==> src/rtl/servo_track_ctrl_if.sv <==
// rtl/servo_track_ctrl_if.sv - servo-tracking ADC loop controller signal bundle
interface servo_track_ctrl_if #(
  parameter int WIDTH = 4
);
  logic             Enable;
  logic             CompIn;
  logic             UpOrDown;
  logic             StepEn;
  logic [WIDTH-1:0] Code;
  logic             Locked;
  logic             OverRange;
  logic             UnderRange;
  logic [WIDTH-1:0] DataOut;
  logic             DataValid;

  // Controller side: takes enable and comparator, drives counter and result.
  modport master (
    input  Enable, CompIn,
    output UpOrDown, StepEn, Code, Locked, OverRange, UnderRange, DataOut, DataValid
  );

  // Host/analog side: drives enable and comparator, observes everything else.
  modport slave (
    output Enable, CompIn,
    input  UpOrDown, StepEn, Code, Locked, OverRange, UnderRange, DataOut, DataValid
  );
endinterface

==> src/rtl/servo_track_ctrl.sv <==
// rtl/servo_track_ctrl.sv - servo-tracking ADC loop controller; SERVO_LOCK_FILTER_EN publishes the lower dither code
module servo_track_ctrl #(
  parameter int WIDTH          = 4,
  parameter int SETTLE_CYCLES  = 3,
  parameter int LOCK_REVERSALS = 2
) (
  input  logic                 Clk,
  input  logic                 Reset_n,
  servo_track_ctrl_if.master   bus
);

  typedef enum logic [1:0] {
    S_IDLE   = 2'd0,
    S_SETTLE = 2'd1,
    S_SAMPLE = 2'd2,
    S_STEP   = 2'd3
  } state_t;

  localparam logic [WIDTH-1:0] CODE_MAX    = {WIDTH{1'b1}};
  localparam logic [WIDTH-1:0] CODE_ZERO   = {WIDTH{1'b0}};
  localparam logic [3:0]       SETTLE_LOAD = 4'(SETTLE_CYCLES - 1);
  localparam logic [2:0]       REV_MAX     = 3'(LOCK_REVERSALS);

  state_t           state_q;
  logic [1:0]       sync_q;
  logic [3:0]       settle_q;
  logic             up_q;
  logic             step_q;
  logic [WIDTH-1:0] code_q;
  logic             locked_q;
  logic             over_q;
  logic             under_q;
  logic [WIDTH-1:0] dout_q;
  logic             valid_q;
  logic [2:0]       rev_q;
  logic             prev_dir_q;
  logic             prev_valid_q;

  logic             cs;
  logic [WIDTH-1:0] code_d;
  logic [2:0]       rev_d;
  logic             lock_d;
  logic [WIDTH-1:0] pub_d;
  logic             clip_hi;
  logic             clip_lo;

  assign cs = sync_q[1];

  // Two-flop synchroniser for the asynchronous comparator output.
  always_ff @(posedge Clk) begin
    if (!Reset_n) begin
      sync_q <= 2'b00;
    end else begin
      sync_q <= {sync_q[0], bus.CompIn};
    end
  end

  // Next code, reversal tracking and publish value for the step in flight (direction is up_q).
  always_comb begin
    code_d  = up_q ? code_q + 1'b1 : code_q - 1'b1;
    rev_d   = 3'd0;
    if (prev_valid_q && (up_q != prev_dir_q)) begin
      rev_d = (rev_q == REV_MAX) ? rev_q : rev_q + 3'd1;
    end
    lock_d  = (rev_d == REV_MAX);
`ifdef SERVO_LOCK_FILTER_EN
    // Lower code of the dither pair: pre-step code when stepping up, post-step when stepping down.
    pub_d   = up_q ? code_q : code_d;
`else
    pub_d   = code_q;
`endif
    clip_hi = cs && (code_q == CODE_MAX);
    clip_lo = !cs && (code_q == CODE_ZERO);
  end

  // Tracking FSM with all outputs registered.
  always_ff @(posedge Clk) begin
    if (!Reset_n) begin
      state_q      <= S_IDLE;
      settle_q     <= 4'd0;
      up_q         <= 1'b1;
      step_q       <= 1'b0;
      code_q       <= CODE_ZERO;
      locked_q     <= 1'b0;
      over_q       <= 1'b0;
      under_q      <= 1'b0;
      dout_q       <= CODE_ZERO;
      valid_q      <= 1'b0;
      rev_q        <= 3'd0;
      prev_dir_q   <= 1'b0;
      prev_valid_q <= 1'b0;
    end else if (!bus.Enable) begin
      // The strobe for a STEP already went out this cycle, so the counter moves on this edge;
      // keep the mirror in step with it even though tracking stops here.
      if (state_q == S_STEP) begin
        code_q <= code_d;
      end
      state_q  <= S_IDLE;
      step_q   <= 1'b0;
      valid_q  <= 1'b0;
      locked_q <= 1'b0;
      rev_q    <= 3'd0;
    end else begin
      step_q  <= 1'b0;
      valid_q <= 1'b0;
      case (state_q)
        S_IDLE: begin
          state_q  <= S_SETTLE;
          settle_q <= SETTLE_LOAD;
        end
        S_SETTLE: begin
          if (settle_q == 4'd0) begin
            state_q <= S_SAMPLE;
          end else begin
            settle_q <= settle_q - 4'd1;
          end
        end
        S_SAMPLE: begin
          if (clip_hi || clip_lo) begin
            // At a rail: publish the clipped code and hold there without stepping.
            over_q   <= clip_hi;
            under_q  <= clip_lo;
            locked_q <= 1'b1;
            dout_q   <= code_q;
            valid_q  <= 1'b1;
            state_q  <= S_SETTLE;
            settle_q <= SETTLE_LOAD;
          end else begin
            over_q  <= 1'b0;
            under_q <= 1'b0;
            up_q    <= cs;
            step_q  <= 1'b1;
            state_q <= S_STEP;
          end
        end
        S_STEP: begin
          code_q       <= code_d;
          rev_q        <= rev_d;
          locked_q     <= lock_d;
          prev_dir_q   <= up_q;
          prev_valid_q <= 1'b1;
          if (lock_d) begin
            dout_q  <= pub_d;
            valid_q <= 1'b1;
          end
          state_q  <= S_SETTLE;
          settle_q <= SETTLE_LOAD;
        end
        default: begin
          state_q <= S_IDLE;
        end
      endcase
    end
  end

  assign bus.UpOrDown   = up_q;
  assign bus.StepEn     = step_q;
  assign bus.Code       = code_q;
  assign bus.Locked     = locked_q;
  assign bus.OverRange  = over_q;
  assign bus.UnderRange = under_q;
  assign bus.DataOut    = dout_q;
  assign bus.DataValid  = valid_q;

endmodule

==> src/flat_wrapper.sv <==
// flat-port wrapper written by rule: the top's interface ports become plain ports
module servo_track_ctrl_flat 
#(
  parameter int WIDTH          = 4,
  parameter int SETTLE_CYCLES  = 3,
  parameter int LOCK_REVERSALS = 2
)
  (Clk, Reset_n, bus_Enable, bus_CompIn, bus_UpOrDown, bus_StepEn, bus_Code, bus_Locked, bus_OverRange, bus_UnderRange, bus_DataOut, bus_DataValid);
  servo_track_ctrl_if #(.WIDTH(WIDTH)) bus_i ();
  input  logic Clk;
  input  logic Reset_n;
  input wire logic [$bits(bus_i.Enable)-1:0] bus_Enable;
  input wire logic [$bits(bus_i.CompIn)-1:0] bus_CompIn;
  output wire logic [$bits(bus_i.UpOrDown)-1:0] bus_UpOrDown;
  output wire logic [$bits(bus_i.StepEn)-1:0] bus_StepEn;
  output wire logic [$bits(bus_i.Code)-1:0] bus_Code;
  output wire logic [$bits(bus_i.Locked)-1:0] bus_Locked;
  output wire logic [$bits(bus_i.OverRange)-1:0] bus_OverRange;
  output wire logic [$bits(bus_i.UnderRange)-1:0] bus_UnderRange;
  output wire logic [$bits(bus_i.DataOut)-1:0] bus_DataOut;
  output wire logic [$bits(bus_i.DataValid)-1:0] bus_DataValid;
  assign bus_i.Enable = bus_Enable;
  assign bus_i.CompIn = bus_CompIn;
  assign bus_UpOrDown = bus_i.UpOrDown;
  assign bus_StepEn = bus_i.StepEn;
  assign bus_Code = bus_i.Code;
  assign bus_Locked = bus_i.Locked;
  assign bus_OverRange = bus_i.OverRange;
  assign bus_UnderRange = bus_i.UnderRange;
  assign bus_DataOut = bus_i.DataOut;
  assign bus_DataValid = bus_i.DataValid;
  servo_track_ctrl #(.WIDTH(WIDTH), .SETTLE_CYCLES(SETTLE_CYCLES), .LOCK_REVERSALS(LOCK_REVERSALS)) u_core (.Clk(Clk), .Reset_n(Reset_n), .bus(bus_i));
endmodule
==> config.mk <==
export PLATFORM = sky130hd
export DESIGN_NAME = servo_track_ctrl_flat
export DESIGN_NICKNAME = d
export VERILOG_FILES = /design/src/rtl/servo_track_ctrl_if.sv /design/src/rtl/servo_track_ctrl.sv /design/src/flat_wrapper.sv
export SDC_FILE = /design/constraint.sdc
export NUM_CORES = 1
export LEC_CHECK = 0
export BUFFER_PORTS_ARGS = -buffer_cell sky130_fd_sc_hd__buf_2
export CAP_MARGIN = 5
export CELL_PAD_IN_SITES_DETAIL_PLACEMENT = 1
export CELL_PAD_IN_SITES_GLOBAL_PLACEMENT = 1
export CORE_MARGIN = 1
export CORE_UTILIZATION = 37
export DETAILED_ROUTE_END_ITERATION = 16
export HOLD_SLACK_MARGIN = 0.12
export PLACE_DENSITY_LB_ADDON = 0.1
export SYNTH_ARGS = -nofsm -noshare
export SYNTH_HDL_FRONTEND = slang
export SYNTH_SLANG_ARGS = --single-unit
==> constraint.sdc <==
create_clock -name Clk -period 2.12 [get_ports Clk]
set_input_delay 0 -clock Clk [delete_from_list [all_inputs] [get_ports Clk]]
set_output_delay 0 -clock Clk [all_outputs]
set_load 0.01 [all_outputs]
==> results.json, run 1 <==
{
  "die-area_um2": 3870,
  "worstSetupEndpointType": "register",
  "synth_area_per_cell_um2": 8.95,
  "post-dp-hpwl_mm": 2.35,
  "fin_crit_sh_pct": 90.2,
  "arrival_ns": 2.14,
  "relSlewSlack_pct": 71.2,
  "clockBufferDepth": 2,
  "overflow": 0,
  "drv_slew": 0,
  "ir_worst_vdd_mv": 0.197,
  "period_needed_ns": 1.91,
  "stdcell_area_um2": 1550,
  "power_leakage_nw": 0.656,
  "gp_congestion": 0.742,
  "worstRegToRegCells": 6,
  "reg2reg_from": "u_core.rev_q[0]",
  "via_count": 1141,
  "tns_ns": 0,
  "synth_area_um2": 1340,
  "insertion_delay_ns": 0.34,
  "cp-endpoint": "u_core.bus.DataOut[0]",
  "cts_max_level": 1,
  "synthArstFlopShare_pct": 0,
  "antenna_cells": 0,
  "antenna_found_initial": 0,
  "rsz0062_at_grt": "no",
  "post_cts_buffers": 0,
  "outcome": "finished, final reports clean",
  "synth-compound-area-share_pct": 13.9,
  "path_max_fanout": 7,
  "fin_ws_ns": 0.208,
  "r2r_end": "u_core.bus.DataOut[0]",
  "postSynthNetCount": 161,
  "drive_above_1_share_pct": 16.2,
  "critPathKind": "register to register",
  "wl_met1_mm": 1.49,
  "ys_seq_elements": 27,
  "startpoint_type": "register",
  "synth_edf_count": 0,
  "final_antenna_net_count": 0,
  "synth-seq-area-share_pct": 40.3,
  "finClkSkew_ns": 0.00488,
  "r2r_slack_ns": 0.21,
  "worst_pin_slew_ns": 0.433,
  "initial_core_util_pct": 39.3,
  "synth_xor_area_share_pct": 2.61,
  "met3_wirelength_um": 80,
  "setup_viol": 0,
  "via_per_inst": 5.21,
  "ys_warn_count": 0,
  "drt-wirelength-per-cell_um": 14.3,
  "fmax_mhz": 523,
  "drt_iter0_drc": 36,
  "port_buffers": 17,
  "fin_nets": 185,
  "synth_top_family_by_area": "simple AND/OR/NAND/NOR gates",
  "cts_buffers": 3,
  "synthCells": 150,
  "dr.pass1.iters": 4,
  "grt_pass1_wl_mm": 5.72,
  "drc": 0,
  "power_density_nw_per_um2": 539,
  "placed_area_um2": 1480,
  "row_count": 21,
  "cts_tree": "done",
  "cts_root_buf": "clkbuf_4",
  "holdWs_ns": 0.456,
  "grt_max_degree": 22,
  "dp_slack_ns": 0.239,
  "die_w_um": 62.2,
  "core-area_um2": 3420,
  "synthFlopType": "dfxtp_1",
  "synth_fa_ha_area_share_pct": 7.08,
  "clk_pin_slew_ns": 0.15,
  "grt_pass1_vias": 1225,
  "synth_cell_types": 42,
  "crit_required_ns": 2.35,
  "maxCapViolCount": 0,
  "cp-startpoint": "u_core.rev_q[0]",
  "synth-simple-area-share_pct": 25.5,
  "synth.area.mux_share_pct": 6.99,
  "routed.top_layer": "met4",
  "cts.sinks": 27,
  "drt-total-wl_mm": 3.14,
  "die_y_um": 62.2,
  "io_pins": 18,
  "wl_met2_mm": 1.50,
  "hold_viol_final": 0,
  "total_power_uw": 834,
  "hp-class": "register to register",
  "syn_to_final_growth_pct": 15.3,
  "grtUsageTotal_pct": 18.5
}
## power by group
part           internal [mW]  switching, mW  total [mW]
Sequential             0.517        0.00885       0.525
Clock                 0.0740          0.163       0.237
Combinational         0.0307         0.0407      0.0715
## cell families after synthesis
logic type	Yosys count
AOI/OAI and AO/OA	28
buffers and inverters	12
xor gates and xnor gates	4
adders and majority gates	7
and+or+nand+nor	64
muxes	8
DFF	27
## registers in the layout, summed over array words and instances, names as in the netlist
| signal | flops |
|---|---|
| u_core.state_q | 2 |
| u_core.bus.StepEn | 1 |
| u_core.sync_q | 2 |
| u_core.settle_q | 4 |
| u_core.bus.UpOrDown | 1 |
| u_core.bus.OverRange | 1 |
| u_core.rev_q | 3 |
| u_core.bus.DataOut | 4 |
| u_core.bus.Code | 4 |
| u_core.bus.Locked | 1 |
| u_core.bus.DataValid | 1 |
| u_core.prev_dir_q | 1 |
| u_core.prev_valid_q | 1 |
| u_core.bus.UnderRange | 1 |
## per-stage QoR
stage | cells | util [%]
final | 219 | 45.3
after global routing | 219 | 45.3
after CTS | 219 | 45.3
after detailed placement | 211 | 43.4
after global placement | 211 | 43.4
after floorplan | 150 | -
## area by class of cell
class	instances	area, µm²
Fill cell	423	1870
Multi-Input combinational cell	111	753
Sequential cell	27	541
Timing Repair Buffer	23	140
Tap cell	46	57.6
Inverter	8	30.0
Clock buffer	4	26.3
## critical path, stage by stage (launching register included)
cell and delay (ns):
dfxtp_1 0.45, inv_1 0.07, ha_1 0.23, or4b_1 0.51, nand3_1 0.14, a32oi_2 0.22, mux2i_1 0.18
## worst min-delay path by stage
stage | start | end | depth (start not counted) | slack, ns
5_1_grt | u_core.sync_q[0] | u_core.sync_q[1] | 1 | 0.50
4_1_cts | u_core.sync_q[0] | u_core.sync_q[1] | 1 | 0.46
3_5_place_dp | bus_CompIn | u_core.sync_q[0] | 2 | 0.23
3_3_place_gp | bus_CompIn | u_core.sync_q[0] | 2 | 0.22
6_report | u_core.sync_q[0] | u_core.sync_q[1] | 1 | 0.46
2_1_floorplan | bus_CompIn | u_core.sync_q[0] | 1 | 0.13
## timing repair
action	4_1_cts	5_1_grt
hold buffers	4	0
gates resized for setup	0	0
hold endpoints to repair	15	0
## cells in the final DEF (no fill, tap or decap), types with 3 or more instances in the layout
master	instances
nand2_1	24
o21ai_0	4
a21oi_1	12
nand3_1	6
mux2i_1	6
ha_1	6
and2_1	4
clkbuf_4	3
inv_1	7
dlygate4sd3_1	4
dfxtp_1	27
nand4_1	3
nor2_1	6
nor2b_1	5
buf_2	17
## Yosys cell counts, types with 2 or more instances
library cell / number / share of area [%]
a21oi_1: 12 / 4.5
and2_1: 4 / 1.9
and3_1: 2 / 0.93
clkbuf_1: 3 / 0.84
dfxtp_1: 27 / 40
ha_1: 6 / 5.6
inv_1: 7 / 2.0
mux2i_1: 6 / 4.5
nand2_1: 24 / 6.7
nand2b_1: 2 / 0.93
nand3_1: 6 / 2.2
nand4_1: 3 / 1.4
nor2_1: 6 / 1.7
nor2b_1: 5 / 2.3
nor3_1: 2 / 0.75
nor3b_1: 2 / 1.1
o21ai_0: 4 / 1.5
or3_1: 2 / 0.93
or4b_1: 2 / 1.5
xnor2_1: 2 / 1.3
xor2_1: 2 / 1.3
## per-layer routing
layer  global-route usage (%)  vias to the layer above
met5                        0                        -
met1                     23.2                      545
met4                     7.85                        0
met2                     31.2                       15
li1                         -                      574
met3                     3.13                        7
Power figures use the tool's default switching activity.
==> run 2: changes to the inputs <==
Settings changed: ABC_AREA set to 1.
==> run 2 against run 1 <==
Net effect: first-iteration DRC count down 5.6%; wire length down 6.1%; die area down 2.2%; sequential share of layout area rose by 1.2 points; count of clock-buffer cells in the layout is the same; via count increased by 2.2%; clock skew is essentially flat; critical endpoint unchanged.
==> results.json, run 2 <==
{
  "outcome": "finished, final reports clean",
  "power_frac_seq_pct": 62.6,
  "drt_iter0_drc": 34,
  "holdCritStartpoint": "u_core.sync_q[0]",
  "grt_max_degree": 17,
  "p_sw_uw": 216,
  "fin_crit_sh_pct": 77.1,
  "cts_root_buf": "clkbuf_4",
  "power_frac_comb_pct": 10.0,
  "synthArstFlopShare_pct": 0,
  "synth_area_um2": 1310,
  "worst_pin_slew_ns": 0.273,
  "synth-compound-area-share_pct": 13.5,
  "grtUsageTotal_pct": 18.6,
  "crit_path_cell_trace": "inv_1 -> ha_1 -> nor2_2 -> nand3_2 -> o21ai_4 -> nand3_1 -> nand2_1 -> nor2_1",
  "r2r_slack_ns": 0.49,
  "seqCellArea_um2": 541,
  "path_max_fanout": 9,
  "crit_buf_inv": 1,
  "max_stage_delay_ns": 0.41,
  "yosysTopAreaCell": "dfxtp_1",
  "grt_pass1_vias": 1113,
  "core-area_um2": 3360,
  "dr.pass1.iters": 4,
  "synth-simple-area-share_pct": 26.5,
  "gp_congestion": 0.766,
  "internal_power_uw": 625,
  "multiInputGateArea_um2": 664,
  "clockBufferDepth": 2,
  "post_cts_buffers": 0,
  "insertion_delay_ns": 0.33,
  "arrival_ns": 1.87,
  "maxCapViolCount": 0,
  "power.share.switching_pct": 25.7,
  "rsz0062_at_grt": "no",
  "hp-class": "register to register",
  "clkPwrFrac_pct": 27.4,
  "synth_cell_types": 23,
  "cpMaxStageDelayCell": "dfxtp_1",
  "synth_xor_area_share_pct": 3.34,
  "syn_to_final_growth_pct": 14.0,
  "r2r_end": "u_core.bus.DataOut[0]",
  "drt-wirelength-per-cell_um": 12.3,
  "holdPathStages": 2,
  "cts.sinks": 27,
  "final_cell_mix": "34 x nand2_1, 27 x dfxtp_1, 21 x a21oi_1",
  "tns_ns": 0,
  "post-dp-hpwl_mm": 2.26,
  "drt-total-wl_mm": 2.95,
  "worstSetupEndpointType": "register",
  "layout_commonest_cell": "nand2_1",
  "ys_seq_elements": 27,
  "hold_path_end": "u_core.sync_q[1]",
  "reg2reg_from": "u_core.rev_q[0]",
  "critPathTopFamily": "simple AND/OR/NAND/NOR gates",
  "synth_top_cell_area_share_pct": 41.2,
  "fmax_mhz": 612,
  "synth-seq-area-share_pct": 41.2,
  "clk_pin_slew_ns": 0.15,
  "hold_viol_final": 0,
  "synthCells": 171,
  "via_count": 1166,
  "cts_max_level": 1,
  "fin_nets": 206,
  "synthFlopType": "dfxtp_1",
  "synth_area_per_cell_um2": 7.68,
  "setup_viol": 0,
  "worstRegToRegCells": 8,
  "cts_tree": "done",
  "drive_above_1_share_pct": 15.5,
  "antenna_found_initial": 0,
  "power_density_nw_per_um2": 562,
  "ir_worst_vdd_mv": 0.260,
  "synth_most_common_cell": "nand2_1",
  "fillers": 449,
  "postSynthNetCount": 182,
  "total_power_uw": 841,
  "die_y_um": 61.6,
  "synthTopCellsByArea": "dfxtp_1 41%, nand2_1 9.7%, a21oi_1 8.0%",
  "antenna_cells": 0,
  "cts_buffers": 3,
  "period_needed_ns": 1.63,
  "finClkSkew_ns": 0.00483,
  "synth_commonest_cells": "34 x nand2_1, 27 x dfxtp_1, 21 x a21oi_1",
  "grt_pass1_wl_mm": 5.09,
  "io_pins": 18,
  "power_leakage_nw": 0.666,
  "synth_fa_ha_area_share_pct": 7.24,
  "synth.area.mux_share_pct": 0,
  "via_per_inst": 4.86,
  "ys_warn_count": 0,
  "overflow": 0,
  "drc": 0,
  "die-area_um2": 3790,
  "startpoint_type": "register",
  "die_w_um": 61.6,
  "port_buffers": 17,
  "relSlewSlack_pct": 81.7,
  "drv_slew": 0,
  "final_antenna_net_count": 0,
  "initial_core_util_pct": 39.0,
  "synth_top_family_by_area": "simple AND/OR/NAND/NOR gates",
  "crit_required_ns": 2.36,
  "row_count": 21,
  "critPathKind": "register to register",
  "synth_edf_count": 0
}
## run 2: changes by cell type in the layout (fill, tap and decap cells not counted), moves of 3 or more
| cell | delta |
|---|---|
| inv_1 | +13 |
| nand2_1 | +10 |
| nor2_1 | +10 |
| a21oi_1 | +9 |
| mux2i_1 | -6 |
| nand3_1 | +6 |
| o21ai_0 | +6 |
| nor2b_1 | -5 |
| nand2_2 | +3 |
## run 2: worst max path at each step
stage                   startpoint                    end  slack [ns]  cells after the start
3_5_place_dp       u_core.rev_q[0]  u_core.bus.DataOut[0]        0.50                      8
3_3_place_gp       u_core.rev_q[0]  u_core.bus.DataOut[0]        0.54                      8
6_report           u_core.rev_q[0]  u_core.bus.DataOut[0]        0.49                      8
4_1_cts            u_core.rev_q[0]  u_core.bus.DataOut[0]        0.48                      8
5_1_grt            u_core.rev_q[0]  u_core.bus.DataOut[2]        0.30                      8
2_1_floorplan  u_core.bus.UpOrDown     u_core.bus.Code[3]        0.64                      7
## run 2: per-layer routing
metal  vias up  share of wire, %  global-route usage, %
met2        13                50                   32.0
met4         0              0.68                   6.67
met1       549                48                   23.6
met5         -                 0                      0
met3         2               1.8                   2.52
li1        602                 -                      -
## run 2: logic make-up after synthesis
kind of cell,Yosys count
XOR/XNOR,5
buffers and inverters,24
AO/OA/AOI/OAI,33
flip-flops,27
AND/OR/NAND/NOR,75
adder cells (fa/ha/maj),7
## run 2: final cells by class
class	count	area share, %
clock buffer	4	1.76
inverter	22	5.52
multi-input combinational	120	44.4
sequential	27	36.1
tap	46	3.85
timing repair buffer	21	8.36
## run 2: worst register-to-register path, stage by stage (launching register included)
cell,delay [ns]
dfxtp_1,0.41
inv_1,0.08
ha_1,0.30
nor2_2,0.12
nand3_2,0.11
o21ai_4,0.30
nand3_1,0.12
nand2_1,0.07
nor2_1,0.04
## run 2: per-stage QoR
stage / worst slack, ns / hold WS (ns) / instances / utilization [%] / cell area, µm²
after floorplan: 0.645 / 0.0976 / 171 / - / 1310
after global placement: 0.540 / 0.182 / 232 / 42.5 / 1430
after detailed placement: 0.503 / 0.194 / 232 / 42.5 / 1430
after CTS: 0.483 / 0.434 / 240 / 44.5 / 1500
after global routing: 0.304 / 0.470 / 240 / 44.5 / 1500
final: 0.486 / 0.429 / 240 / 44.5 / 1500
## run 2: what timing repair did
| item | in CTS | in global routing |
|---|---|---|
| hold endpoints to repair | 16 | 0 |
| gates resized for setup | 0 | 0 |
| hold buffers | 4 | 0 |
## run 2: power groups by stage
stage | clock network, mW | registers, mW | logic [mW]
after floorplan | 0 | 0.537 | 0.0607
after global placement | 0 | 0.537 | 0.0775
after detailed placement | 0 | 0.538 | 0.0797
after CTS | 0.241 | 0.527 | 0.0854
after global routing | 0.264 | 0.529 | 0.0987
final | 0.230 | 0.527 | 0.0839
==> run 3: changes to the inputs <==
Settings changed: ABC_AREA 1 to 0.
Clock period 2.12 ns to 1.33 ns, I/O delays scaled along.
==> run 3 against run 2 <==
Net effect: the run now ends with setup timing left; die area rose by 2.2%; worst hold slack got worse by 0.31 ns; non-clock buffer count rose by 35; count of clock-buffer cells in the layout fell by 1; design area rose by 34%; clock power rose by 70%; critical path type unchanged; critical endpoint is now u_core.settle_q[1]; highest routed layer unchanged.
==> results.json, run 3 (synthesis results as in run 1) <==
{
  "syn_to_final_growth_pct": 49.0,
  "clockBufferDepth": 2,
  "clk_pin_slew_ns": 0.16,
  "startpoint_type": "register",
  "io_pins": 18,
  "r2r_slack_ns": -0.31,
  "drt_iter0_drc": 47,
  "outcome": "finished with violations",
  "utilization_pct": 58.6,
  "layout_commonest_cell": "buf_4",
  "maxCapViolCount": 0,
  "dr.pass1.iters": 4,
  "port_buffers": 17,
  "hp-class": "input pin to register",
  "overflow": 0,
  "grtUsageTotal_pct": 23.1,
  "seqCellArea_um2": 562,
  "fin_ws_ns": -0.311,
  "stdcell_count": 252,
  "initial_core_util_pct": 39.3,
  "cts_tree": "done",
  "post-dp-hpwl_mm": 2.80,
  "relSlewSlack_pct": 76.5,
  "placed_area_um2": 1740,
  "power.share.switching_pct": 26.9,
  "multiInputGateArea_um2": 903,
  "hold_path_end": "u_core.settle_q[0]",
  "arrival_ns": 1.95,
  "worstRegToRegCells": 4,
  "p_sw_uw": 377,
  "cts_root_buf": "clkbuf_4",
  "fmax_mhz": 609,
  "worstSetupEndpointType": "register",
  "cts_buffers": 3,
  "drv_slew": 0,
  "tns_ns": -4.25,
  "insertion_delay_ns": 0.34,
  "cts.sinks": 27,
  "hold_viol_final": 0,
  "rsz0062_at_grt": "yes",
  "drt-wirelength-per-cell_um": 16.9,
  "grt_max_degree": 17,
  "setup_viol": 21,
  "dpl.cell_count": 235,
  "die_y_um": 62.2,
  "via_count": 1303,
  "r2r_end": "u_core.settle_q[1]",
  "fillers": 407,
  "fin_nets": 218,
  "antenna_cells": 0,
  "drt-total-wl_mm": 4.27,
  "stdcell_area_um2": 2000,
  "crit_required_ns": 1.63,
  "period_needed_ns": 1.64,
  "die_w_um": 62.2,
  "gp_congestion": 0.773,
  "total_power_mw": 1.40,
  "die-area_um2": 3870,
  "critPathKind": "register to register",
  "cts_max_level": 1,
  "final_antenna_net_count": 0,
  "clkPwrFrac_pct": 27.8,
  "worst_pin_slew_ns": 0.350,
  "drc": 0,
  "holdPathStages": 3,
  "core-area_um2": 3420,
  "power_density_nw_per_um2": 701,
  "violations": "setup timing",
  "final_cell_mix": "28 x buf_4, 23 x nand2_1, 17 x buf_2",
  "holdWs_ns": 0.120,
  "antenna_found_initial": 0,
  "ir_worst_vdd_mv": 0.508,
  "reg2reg_from": "u_core.sync_q[1]",
  "fin_crit_sh_pct": 123,
  "finClkSkew_ns": 0.00319,
  "row_count": 21,
  "grt_pass1_vias": 1406,
  "dp_slack_ns": -0.300,
  "grt_pass1_wl_mm": 6.87,
  "path_max_fanout": 3,
  "power_leakage_nw": 0.847,
  "power_frac_comb_pct": 12.9,
  "holdCritStartpoint": "bus_Enable",
  "power_frac_seq_pct": 59.3,
  "drive_above_1_share_pct": 47.1,
  "internal_power_mw": 1.03,
  "via_per_inst": 5.17
}
run 3: changes by cell type in the layout (fill, tap and decap cells not counted), sizes merged, moves of 5 or more:
cell	change
nor2	-11
nand3	-9
mux2i	+7
inv	-14
nand2	-13
a21oi	-9
buf	+35
o21ai	-7
nor2b	+5
run 3: repair_timing:
| item | 4_1_cts | 5_1_grt |
|---|---|---|
| hold endpoints to repair | 12 | 0 |
| resized for setup | 24 | 9 |
| pin swaps | 17 | 9 |
| setup buffers | 8 | 1 |
| hold buffers | 4 | 0 |
| setup endpoints to repair | 20 | 21 |
run 3: power groups by stage:
| stage | registers, mW | logic, mW | clock network (mW) |
|---|---|---|---|
| after floorplan | 0.851 | 0.0829 | 0 |
| after global placement | 0.851 | 0.144 | 0 |
| after detailed placement | 0.852 | 0.154 | 0 |
| after CTS | 0.833 | 0.175 | 0.393 |
| after global routing | 0.833 | 0.198 | 0.430 |
| final | 0.831 | 0.181 | 0.390 |
run 3: per-layer routing:
| layer | share of wire, % | GRT usage, % |
|---|---|---|
| met3 | 2.2 | 3.49 |
| met1 | 43 | 26.0 |
| met5 | 0 | 0 |
| met2 | 54 | 44.1 |
| met4 | 1.4 | 6.98 |
run 3: worst max-delay path by stage:
stage	slack [ns]	to	start
3_5_place_dp	-0.30	u_core.bus.DataOut[3]	u_core.rev_q[1]
5_1_grt	-0.36	u_core.bus.Locked	u_core.rev_q[0]
3_3_place_gp	-0.24	u_core.bus.DataOut[0]	u_core.rev_q[1]
6_report	-0.31	u_core.settle_q[1]	u_core.sync_q[1]
4_1_cts	-0.31	u_core.bus.DataOut[2]	u_core.rev_q[0]
2_1_floorplan	-0.20	u_core.bus.DataOut[0]	u_core.rev_q[0]
run 3: layout make-up:
| class | count | share of cell area [%] |
|---|---|---|
| Multi-Input combinational cell | 111 | 45.2 |
| Inverter | 8 | 1.75 |
| Sequential cell | 27 | 28.1 |
| Clock buffer | 3 | 1.13 |
| Tap cell | 46 | 2.88 |
| Clock inverter | 1 | 0.313 |
| Timing Repair Buffer | 56 | 20.7 |
run 3: critical path: stages (launching register included):
cell	delay [ns]
dfxtp_2	0.35
or4_4	0.57
mux2i_4	0.22
o311a_1	0.26
o221a_1	0.20
